`src/rtl/dd_pkg.sv`:
```
// Shared types and constants for the sequential double-dabble converter.
package dd_pkg;

    typedef enum logic [1:0] {
        DD_IDLE,
        DD_CONV,
        DD_DONE
    } dd_state_t;

    localparam int unsigned BCD_DIGIT_W    = 4;
    localparam logic [3:0]  BCD_ADJ_THRESH = 4'd4;
    localparam logic [3:0]  BCD_ADJ_ADD    = 4'd3;

    // Smallest digit count d with 10**d >= 2**w.
    function automatic int dd_min_digits(input int w);
        longint unsigned lim;
        longint unsigned pw;
        int              d;
        lim = 64'd1 << w;
        pw  = 64'd1;
        d   = 0;
        for (int unsigned i = 0; i < 20; i++) begin
            if (pw < lim) begin
                pw = pw * 64'd10;
                d  = d + 1;
            end
        end
        return d;
    endfunction

endpackage

```
`src/rtl/dd_seq_ctrl_bcd_digit_adjust.sv`:
```
// Combinational add-3 stage: every BCD digit above 4 gets +3, others pass through.
module bcd_digit_adjust
    import dd_pkg::*;
#(
    parameter int DIGITS = 3
) (
    input  logic [BCD_DIGIT_W*DIGITS-1:0] digits_i,
    output logic [BCD_DIGIT_W*DIGITS-1:0] digits_o
);

    always_comb begin
        digits_o = '0;
        for (int unsigned k = 0; k < DIGITS; k++) begin
            if (digits_i[BCD_DIGIT_W*k +: BCD_DIGIT_W] > BCD_ADJ_THRESH) begin
                digits_o[BCD_DIGIT_W*k +: BCD_DIGIT_W] =
                    digits_i[BCD_DIGIT_W*k +: BCD_DIGIT_W] + BCD_ADJ_ADD;
            end else begin
                digits_o[BCD_DIGIT_W*k +: BCD_DIGIT_W] =
                    digits_i[BCD_DIGIT_W*k +: BCD_DIGIT_W];
            end
        end
    end

endmodule

```
`src/rtl/dd_seq_ctrl.sv`:
```
// Sequential binary-to-BCD converter: one shift-and-add-3 iteration per clock,
// registered result with a one-cycle done pulse.
module dd_seq_ctrl
    import dd_pkg::*;
#(
    parameter int DATA_W = 8,
    parameter int DIGITS = 3
) (
    input  logic                          i_clk,
    input  logic                          i_rst_n,
    input  logic                          i_start,
    input  logic [DATA_W-1:0]             i_bin,
    output logic                          o_busy,
    output logic                          o_done,
    output logic [BCD_DIGIT_W*DIGITS-1:0] o_bcd
);

    localparam int BCD_W = BCD_DIGIT_W * DIGITS;
    localparam int CNT_W = (DATA_W > 1) ? $clog2(DATA_W) : 1;

    if (DIGITS < dd_min_digits(DATA_W)) begin : g_digits_check
        $error("dd_seq_ctrl: DIGITS too small to hold 2**DATA_W - 1");
    end

    dd_state_t          state_q, state_d;
    logic [CNT_W-1:0]   cnt_q,   cnt_d;
    logic [DATA_W-1:0]  bin_q,   bin_d;
    logic [BCD_W-1:0]   bcd_q,   bcd_d;
    logic [BCD_W-1:0]   res_q,   res_d;

    logic [BCD_W-1:0]        bcd_adj;
    logic [BCD_W+DATA_W-1:0] work_shifted;

    bcd_digit_adjust #(
        .DIGITS (DIGITS)
    ) u_adjust (
        .digits_i (bcd_q),
        .digits_o (bcd_adj)
    );

    always_comb begin
        work_shifted = {bcd_adj, bin_q} << 1;
    end

    always_comb begin
        state_d = state_q;
        cnt_d   = cnt_q;
        bin_d   = bin_q;
        bcd_d   = bcd_q;
        res_d   = res_q;
        case (state_q)
            DD_IDLE, DD_DONE: begin
                // DONE accepts a new start directly so back-to-back runs skip IDLE.
                if (i_start) begin
                    state_d = DD_CONV;
                    bin_d   = i_bin;
                    bcd_d   = '0;
                    cnt_d   = CNT_W'(DATA_W - 1);
                end else begin
                    state_d = DD_IDLE;
                end
            end
            DD_CONV: begin
                bcd_d = work_shifted[BCD_W+DATA_W-1:DATA_W];
                bin_d = work_shifted[DATA_W-1:0];
                if (cnt_q == '0) begin
                    state_d = DD_DONE;
                    res_d   = work_shifted[BCD_W+DATA_W-1:DATA_W];
                end else begin
                    cnt_d = cnt_q - CNT_W'(1);
                end
            end
            default: state_d = DD_IDLE;
        endcase
    end

    always_ff @(posedge i_clk or negedge i_rst_n) begin
        if (!i_rst_n) begin
            state_q <= DD_IDLE;
            cnt_q   <= '0;
            bin_q   <= '0;
            bcd_q   <= '0;
            res_q   <= '0;
        end else begin
            state_q <= state_d;
            cnt_q   <= cnt_d;
            bin_q   <= bin_d;
            bcd_q   <= bcd_d;
            res_q   <= res_d;
        end
    end

    assign o_busy = (state_q == DD_CONV);
    assign o_done = (state_q == DD_DONE);
    assign o_bcd  = res_q;

endmodule

```
`config.mk`:
```
export PLATFORM = sky130hd
export DESIGN_NAME = dd_seq_ctrl
export DESIGN_NICKNAME = d
export VERILOG_FILES = /design/src/rtl/dd_pkg.sv /design/src/rtl/dd_seq_ctrl_bcd_digit_adjust.sv /design/src/rtl/dd_seq_ctrl.sv
export SDC_FILE = /design/constraint.sdc
export NUM_CORES = 1
export LEC_CHECK = 0
export ABC_AREA = 1
export BUFFER_PORTS_ARGS = -buffer_cell sky130_fd_sc_hd__buf_2
export CORE_AREA = 4 4 72 74
export DETAILED_ROUTE_END_ITERATION = 16
export DIE_AREA = 0 0 76 78
export GPL_TIMING_DRIVEN = 0
export PLACE_DENSITY = 0.64
export SYNTH_ARGS = -nofsm -noshare
export SYNTH_HDL_FRONTEND = slang
export SYNTH_SLANG_ARGS = --single-unit
```
`constraint.sdc`:
```
create_clock -name i_clk -period 3.5 [get_ports i_clk]
set_clock_uncertainty 0.1 [all_clocks]
set_input_delay 0.35 -clock i_clk [delete_from_list [all_inputs] [get_ports i_clk]]
set_output_delay 0.35 -clock i_clk [all_outputs]
set_load 0.02 [all_outputs]
```
# == Yosys cells after proc, flatten, opt, wreduce, memory -nomap -nowiden ==
# Index checks and enable logic that the tools add are counted.
# totals
mem_count,0
wordCells,37
input_bits,11
latchBits,0
ff_bits,37
out_inout_bits,14
mem_bits_rw,0
romBits,0
# op_classes
n_eq_ne,5
muxes,13
multipliers,0
div_mod_pow,0
n_lt_le_gt_ge,3
n_addsub,4
n_shift,0
bitwise,0
reduce_logical,7
# op_table
cell,n
one-hot mux 12 bit (2 select lines),1
one-hot mux 8 bit (2 select lines),1
"greater-than comparator 4 x 3 -> 1 bit, second input constant",3
two-way mux 12 bit,1
two-way mux 3 bit,3
"adder 4 x 2 -> 4 bit, second input constant",2
two-way mux 4 bit,2
two-way mux 8 bit,1
one-hot mux 3 bit (2 select lines),1
"!= test 2 bit, second input constant",2
one-hot mux 2 bit (2 select lines),1
AND reduction 2 bit,2
"adder 3 x 2 -> 3 bit, second input constant",1
zero test 3 bit,1
AND reduction 3 bit,1
"subtractor 3 x 1 -> 3 bit, second input constant",1
"== test 2 x 1 -> 1 bit, second input constant",1
"== test 2 bit, second input constant",1
zero test 2 bit,1
two-way mux 2 bit,1
"!= test 2 x 1 -> 1 bit, second input constant",1
nonzero test 2 bit,1
OR reduction 2 bit,1
two-way mux 1 bit,1

# == Depth between registers and ports, before layout ==
# Gate-level depths: netlist of the first run.
# logic_depth
ltp_word,4
ltp_mapped,9
ltp_nobuf,9

# == By module ==
# From an unflattened synthesis of the first run, not the netlist that was laid out.
# hier_totals
hier_cells,277
hier_area_um2,2125.8
# modules_own_cells
mod,seq_area_each_um2,instances,area_each_um2,cells_each
dd_seq_ctrl,925.9,1,1714.1,190
bcd_digit_adjust,0.0,1,411.6,87

# == Worst setup path after synthesis of the first run ==
# Ideal clock, no wire load.
# synth_timing
kind,reg-to-reg
startpoint,reg cnt_q[0]
endpoint,reg res_q[4] (netlist: o_bcd[4])
arrival_ns,1.118
path_stages_with_launch,9
path_slack_ns,2.164
setup_time_ns,0.118
required_ns,3.282
n_path_buf,1
period_less_slack_ns,1.336
path_cell_list,dfrtp_1 > inv_1 > ha_1 > nand2_1 > nor2_8 > inv_2 > buf_6 > nand2_1 > nand2_1
# synth_between
elab_chain_len,2
# synth_rtl
item,line_no,text
"start, declared",dd_seq_ctrl.sv:26,"logic [CNT_W-1:0] cnt_q, cnt_d;"
"start signal, assigned",dd_seq_ctrl.sv:86,cnt_q <= cnt_d;
zero test 3 bit,dd_seq_ctrl.sv:66,if (cnt_q == '0) begin
AND reduction 2 bit (no line),n/a,
"end signal, assigned",dd_seq_ctrl.sv:89,res_q <= res_d;
"end, declared",dd_seq_ctrl.sv:29,"logic [BCD_W-1:0] res_q, res_d;"
# Every way passes these cells.
# A chain may end at the register's enable or synchronous reset.

# == Worst setup path after layout of the first run ==
# layout_timing
startpoint,reg state_q[0]
endpoint,out o_busy
# layout_between
elab_chain_len,1
# layout_rtl
item,line_no,text
"start, declared",dd_seq_ctrl.sv:25,"dd_state_t state_q, state_d;"
"start signal, assigned",dd_seq_ctrl.sv:85,state_q <= state_d;
== test 2 x 1 -> 1 bit,dd_seq_ctrl.sv:93,assign o_busy = (state_q == DD_CONV);
"end, declared",dd_seq_ctrl.sv:13,"output logic o_busy,"
# Every way passes these cells.

==> results of run 1 <==
==> how the worst min path moves through the flow <==
| stage | startpoint | slack, ns | cells after the start | end |
|---|---|---|---|---|
| after floorplan | i_rst_n | -0.05 | 0 | bcd_q[0] |
| after global placement | o_bcd[2] | 0.36 | 2 | o_bcd[2] |
| after detailed placement | o_bcd[2] | 0.36 | 2 | o_bcd[2] |
| after CTS | i_rst_n | 0.09 | 1 | o_bcd[3] |
| after global routing | i_rst_n | 0.13 | 1 | o_bcd[2] |
| final | i_rst_n | 0.05 | 1 | o_bcd[3] |
==> cell usage after synthesis <==
cell,n
nand2_2,14
nand4_1,4
inv_6,1
o21ai_0,10
inv_1,26
dfrtp_1,37
buf_12,1
ha_1,8
nor2_4,1
nor2_1,11
buf_6,3
buf_4,1
nand2_4,2
nor2_8,1
nand2_1,85
nand3_1,25
nor3_1,1
nand2_8,1
o21ai_1,7
inv_2,3
o22ai_1,1
==> state kept, by name, summed over array words and instances, names as in the netlist <==
signal and cells:
o_bcd 12, bin_q 8, state_q 2, bcd_q 12
cnt_q 3
==> cell families (layout without fill, tap and decap cells) <==
group	count (synthesis)	after routing	synth area share [%]
flip-flops	37	37	46.9
AO/OA/AOI/OAI	18	18	4.63
buffers and inverters	35	66	9.07
AND/OR/NAND/NOR	145	145	34.3
adder cells (fa/ha/maj)	8	8	5.07
==> routing by layer <==
metal	vias up	GRT usage (%)	wire length, µm
met2	29	22.9	1670
li1	821	-	-
met4	0	6.58	66
met3	6	4.29	202
met5	-	0	0
met1	698	19.3	1880
==> power groups by stage <==
| stage | clock network, mW | registers, mW | logic, mW |
|---|---|---|---|
| after floorplan | 0 | 0.820 | 0.880 |
| after global placement | 0 | 0.761 | 1.19 |
| after detailed placement | 0 | 0.765 | 1.22 |
| after CTS | 0.315 | 0.761 | 1.23 |
| after global routing | 0.334 | 0.789 | 1.40 |
| final | 0.307 | 0.759 | 1.20 |
==> through the flow <==
step | cell area, µm² | setup WS (ns)
detailed placement | 2160 | 1.99
finish | 2250 | 1.69
global route | 2250 | 1.58
global placement | 2160 | 2.01
floorplan | 1970 | 2.16
CTS | 2250 | 1.67
==> final cells by class <==
cell class	instances	area [µm²]	area share, %
buffer	5	61.3	2.73
timing repair buffer	24	120	5.35
multi-input combinational	171	868	38.6
tap	54	67.6	3.01
sequential	37	926	41.2
inverter	30	118	5.23
clock buffer	7	86.3	3.84
==> critical path, cell delays in order (launching register included) <==
cell,delay (ns)
dfrtp_1,0.42
inv_2,0.09
nor2_4,0.16
buf_4,0.21
buf_2,0.19
==> run metrics, run 1 <==
Max H-tree Level=2; max-slew violations=0; Total Neg Setup Slack=0 ns; number of I/O pins=25; actual slew at the worst max-slew pin=0.824 ns; Area Overhead vs Synth=13.9%; share of the synthesized area in the top cell type=46.9%; min Tclk post-route=1.81 ns; Critical Path Fanout Max=10; initial core utilization=42.9%; synthesized area=1970 µm²; maximum number of pins on one net before global-route repair=38; antenna-violating nets left=0; aggregate routed wire length=3820 µm; Final nets=293; TritonCTS clock tree=done; # fillers=456; via count=1554; CP endpoint=o_busy; DP Wirelength=2670 µm; die footprint=5930 µm²; HP Class=in2async; vias in the first global route=1625; sw frac=46.2%; Worst Setup End Kind=output port; final hold violation count=0; clock latency on the worst-skew pair=0.29 ns; Core ar.=4600 µm²; r2r endpoint=o_bcd[7]; slew margin rel.=45.1%; hold_buf cts=0; Hold WS=0.0524 ns; die width=76 µm; number of setup violations in the final report=0; Power, Total=2.27 mW; Post-Syn Nets=262; layout cells sized above 1=21.2%; R2R cell count=9; initial drt markers=109; DR WL/cell=11.6 µm; DR pass1 iterations=4; Final GP Congestion=0.772; highest clock rate=554 MHz; r2r setup slk=2.00 ns; Synth area leaders=dfrtp_1 47%, nand2_1 16%, nand3_1 6.3%; CTS root buffer=clkbuf_8; initial antenna violation count=0; final cell count without fillers=328; # rows=25; Post-Synthesis Cells=243; first-pass GRT wire length=7120 µm; Pwr per Cell Area=1010 nW/µm²; Pint=1.22 mW; Clock Power Share=13.5%; total clock sinks=37; Die Height=78 µm; Post-CTS Resized=0; crit start category=flop; CTS Buf Count=5; status=finished clean; # Post-CTS Setup Buffers=0; sequential power share=33.5%; Port Buf Inserts=24; gr usage total=14.9%; post-synthesis cell type count=21; Congestion Overflow GR=0; sequential area share after synthesis=46.9%; commonest cells after routing, fill and taps aside=85 x nand2_1, 37 x dfrtp_1, 26 x inv_1; commonest non-fill, non-tap cell in the layout=nand2_1; Setup CP Type=reg2out; n_diodes=0; maximum vdd drop=0.000412 V; Synth Area per Inst=8.12 µm²; Max-Cap Viols=0; RSZ-0062 raised after global routing=no; area leader, netlist=dfrtp_1; crit path DAT=1.36 ns; Logic pwr share=53.0%; post-layout util=48.9%; r2r startpoint=bcd_q[4]; CTS clk-pin slew, worst paths=0.07 ns; period utilisation layout=51.6%; CP startpoint=state_q[0]; Residual DRC=0; Psw=1.05 mW; FF+latch count, synth=37; Syn. warnings=0; placed cells=321; Crit path required time=3.05 ns; Vias/cell=4.74; Lkg Pwr=1.25 nW; CTS max path bufs=2
No activity file was read; power rests on OpenSTA's default activity.
==> inputs of run 2 (changes only) <==
--- a/config.mk
+++ b/config.mk
@@ -5,13 +5,13 @@
 export SDC_FILE = /design/constraint.sdc
 export NUM_CORES = 1
 export LEC_CHECK = 0
-export ABC_AREA = 1
+export ABC_AREA = 0
 export BUFFER_PORTS_ARGS = -buffer_cell sky130_fd_sc_hd__buf_2
-export CORE_AREA = 4 4 72 74
+export CORE_AREA = 4 4 69 71
 export DETAILED_ROUTE_END_ITERATION = 16
-export DIE_AREA = 0 0 76 78
+export DIE_AREA = 0 0 73 75
 export GPL_TIMING_DRIVEN = 0
-export PLACE_DENSITY = 0.64
+export PLACE_DENSITY = 0.66
 export SYNTH_ARGS = -nofsm -noshare
 export SYNTH_HDL_FRONTEND = slang
 export SYNTH_SLANG_ARGS = --single-unit
==> constraint.sdc (replaced) <==
create_clock -name i_clk -period 1.6 [get_ports i_clk]
set_clock_uncertainty 0.1 [all_clocks]
set_input_delay 0.16 -clock i_clk [delete_from_list [all_inputs] [get_ports i_clk]]
set_output_delay 0.16 -clock i_clk [all_outputs]
set_load 0.02 [all_outputs]
==> run 2 against run 1 <==
Critical endpoint is now o_bcd[2]. Register-to-register slack worse by 2.0 ns. Critical path depth rose by 3. Sequential share of layout area fell by 0.74 points. Die area is 7.6% lower. The flow now finishes with violations (setup timing). Largest cell class unchanged. Synthesized cell count fell by 27%. Worst setup slack worse by 1.7 ns. Routed wire length down 5.4%. Combinational power rose by 120%. Critical path type is now reg2reg. Hold slack improved by 0.0087 ns. Non-clock buffer count grew 19.
==> run metrics, run 2 <==
initial core utilization=42.1% (-0.83 points); commonest cells after routing, fill and taps aside=37 x dfrtp_1, 28 x o21ai_0, 26 x nand2_1; n_diodes=0 (unchanged); Psw=1.98 mW (+89%); post-synthesis async set-or-reset flop share=100% (unchanged); footprint of the multi-input gates=818 µm² (-5.8%); CP max stage delay=0.37 ns (-0.05 ns); DR pass1 iterations=4 (unchanged); initial drt markers=67 (-39%); CP startpoint=cnt_q[0]; Worst Setup End Kind=flop; number of I/O pins=25 (unchanged); die width=73 µm (-3.9%); sequential area share after synthesis=52.0% (+5.0 points); FF+latch count, synth=37 (unchanged); final cell count without fillers=277 (-16%); DR WL/cell=13.0 µm (+12%); count leader, synth=dfrtp_1; Congestion Overflow GR=0 (unchanged); Lkg Pwr=1.08 nW (-14%); post-synthesis cell type count=25 (+19%); placed cells=253 (-21%); Reg area=926 µm² (unchanged); Synth top cells by count=37 x dfrtp_1, 30 x o21ai_0, 26 x nand2_1; period utilisation layout=100%; vias in the first global route=1315 (-19%); total clock sinks=37 (unchanged); CTS max path bufs=2 (unchanged); crit path DAT=1.68 ns (+0.32 ns); Post-synth EDFFs=0 (unchanged); area leader, netlist=dfrtp_1; r2r setup slk=-0.002 ns (-2.00 ns); first-pass GRT wire length=5970 µm (-16%); Max-Cap Viols=0 (unchanged); DP Worst Slack=-0.174 ns (-2.16 ns); antenna-violating nets left=0 (unchanged); TritonCTS clock tree=done; status=finished with violations; Max H-tree Level=2 (unchanged); Syn. warnings=0 (unchanged); stages on the worst setup path=7 (+3); WP buf/inv=3 (unchanged); post-route cell area=2290 µm² (+1.8%); gr usage total=14.3% (-0.52 points); CP cell instances=inv_2 -> ha_4 -> nand2b_4 -> or2_4 -> inv_4 -> buf_8 -> mux2_4; Clock Power Share=13.4% (about the same); synthesized area=1780 µm² (-9.7%); Crit-path slowest cell=dfrtp_1; initial antenna violation count=0 (unchanged); Setup CP Type=reg2reg; final hold violation count=0 (unchanged); r2r endpoint=o_bcd[2]; CTS Buf Count=5 (unchanged); setup ws final=-0.00186 ns (-1.70 ns); CP endpoint=o_bcd[2]; commonest non-fill, non-tap cell in the layout=dfrtp_1; Post-Synthesis Cells=177 (-27%); max-slew violations=0 (unchanged); via count=1372 (-12%); HP Class=in2reg; Critical Path Fanout Max=5 (-5); slew margin rel.=45.1% (about the same); actual slew at the worst max-slew pin=0.824 ns (+0.0000696 ns); R2R cell count=7 (-2); crit start category=flop; min Tclk post-route=1.60 ns; DP Wirelength=2320 µm (-13%); Logic pwr share=52.9% (about the same); maximum vdd drop=0.00109 V (+170%); die footprint=5480 µm² (-7.6%); maximum number of pins on one net before global-route repair=38 (unchanged); Die Height=75 µm (-3.8%); Area Overhead vs Synth=28.4%; post-layout util=54.0% (+5.2 points); Post-Syn Nets=196 (-25%); CTS clk-pin slew, worst paths=0.07 ns (about the same); # fillers=373 (-18%); Vias/cell=4.95 (+4.5%); CTS root buffer=clkbuf_8; RSZ-0062 raised after global routing=yes; aggregate routed wire length=3610 µm (-5.4%); clock latency on the worst-skew pair=0.29 ns (about the same); Pint=2.92 mW (+140%); number of setup violations in the final report=1 (+1); cell family contributing the most delay on the critical path=flip-flops; highest clock rate=624 MHz; r2r startpoint=cnt_q[0]; Synth Area per Inst=10.1 µm² (+24%); layout cells sized above 1=35.1% (+14 points); Core ar.=4230 µm² (-7.9%); sw frac=40.4% (-5.8 points); share of the synthesized area in the top cell type=52.0% (+5.0 points); Synth area leaders=dfrtp_1 52%, o21ai_0 8.4%, ha_1 5.6%; Placed Area=1970 µm² (-9.0%); Final GP Congestion=0.833 (+8.0%); Residual DRC=0 (unchanged); failing checks=setup timing; # rows=24 (-4.0%); Final nets=244 (-17%); sequential power share=33.6% (about the same); Pwr per Cell Area=2140 nW/µm² (+110%); Port Buf Inserts=24 (unchanged); Total Neg Setup Slack=-0.00186 ns (-0.00186 ns); Crit path required time=1.68 ns (-1.37 ns); most frequently used flop master after synthesis=dfrtp_1
==> run 2: changes by cell type in the layout (fill, tap and decap cells not counted), moves of 7 or more <==
cell	before	now
nand2_2	14	0
buf_4	1	16
nand2_1	85	26
mux2i_1	0	7
inv_1	26	8
nor2_1	11	3
o21ai_0	10	28
nand3_1	25	0
==> run 2: power by group through the flow <==
| stage | sequential, mW | combinational (mW) | clock (mW) |
|---|---|---|---|
| finish | 1.65 | 2.60 | 0.659 |
| floorplan | 1.74 | 1.39 | 0 |
| global route | 1.70 | 2.93 | 0.743 |
| CTS | 1.63 | 2.24 | 0.680 |
| detailed placement | 1.62 | 2.06 | 0 |
| global placement | 1.62 | 2.01 | 0 |
==> run 2: worst min path at each step <==
stage                         from        to  depth (start not counted)
final                     i_bin[6]  bin_q[6]                          3
after global routing      i_bin[3]  bin_q[3]                          3
after CTS                 i_bin[6]  bin_q[6]                          3
after detailed placement   i_rst_n  bin_q[2]                          1
after global placement     i_rst_n  bin_q[2]                          1
after floorplan            i_rst_n  bcd_q[0]                          0
==> run 2: worst min-delay path, delay by kind of cell <==
kind / cells / cell delay, ns
compound gates: 1 / 0.13
buf+inv: 1 / 0.08
mux: 1 / 0.05
==> run 2: through the flow <==
stage	hold WS (ns)	total power, mW
2_1_floorplan	-0.236	3.13
3_3_place_gp	0.210	3.63
3_5_place_dp	0.207	3.68
4_1_cts	0.0606	4.55
5_1_grt	0.0781	5.37
6_report	0.0611	4.91
==> run 2: cells by family (layout without fill, tap and decap cells) <==
logic type | Yosys count | in the layout | synth area share (%)
multiplexers | 14 | 14 | 8.64
AND/OR/NAND/NOR | 44 | 44 | 11.0
AO/OA/AOI/OAI | 47 | 47 | 14.7
buffers and inverters | 24 | 72 | 6.67
flip-flops | 37 | 37 | 52.0
XOR/XNOR | 3 | 3 | 1.47
adder cells (fa/ha/maj) | 8 | 8 | 5.62
==> run 2: what timing repair did <==
item                       4_1_cts  5_1_grt
setup endpoints to repair        7       18
hold buffers                     2        0
pin swaps                        2        3
hold endpoints to repair        38        0
gates cloned                     0        0
buffers inserted                 7        8
gates resized for setup         10       23
==> run 2: final cells by class <==
type | count | area share [%]
Buffer | 7 | 2.73
Clock buffer | 7 | 3.77
Inverter | 17 | 3.12
Multi-Input combinational cell | 116 | 35.8
Sequential cell | 37 | 40.5
Tap cell | 52 | 2.84
Timing Repair Buffer | 41 | 11.3
==> run 2: per-layer routing <==
metal | global-route usage [%] | share of wire [%]
met5 | 0 | 0
met4 | 6.35 | 1.2
met3 | 3.60 | 5.0
met2 | 22.3 | 47
met1 | 18.9 | 47
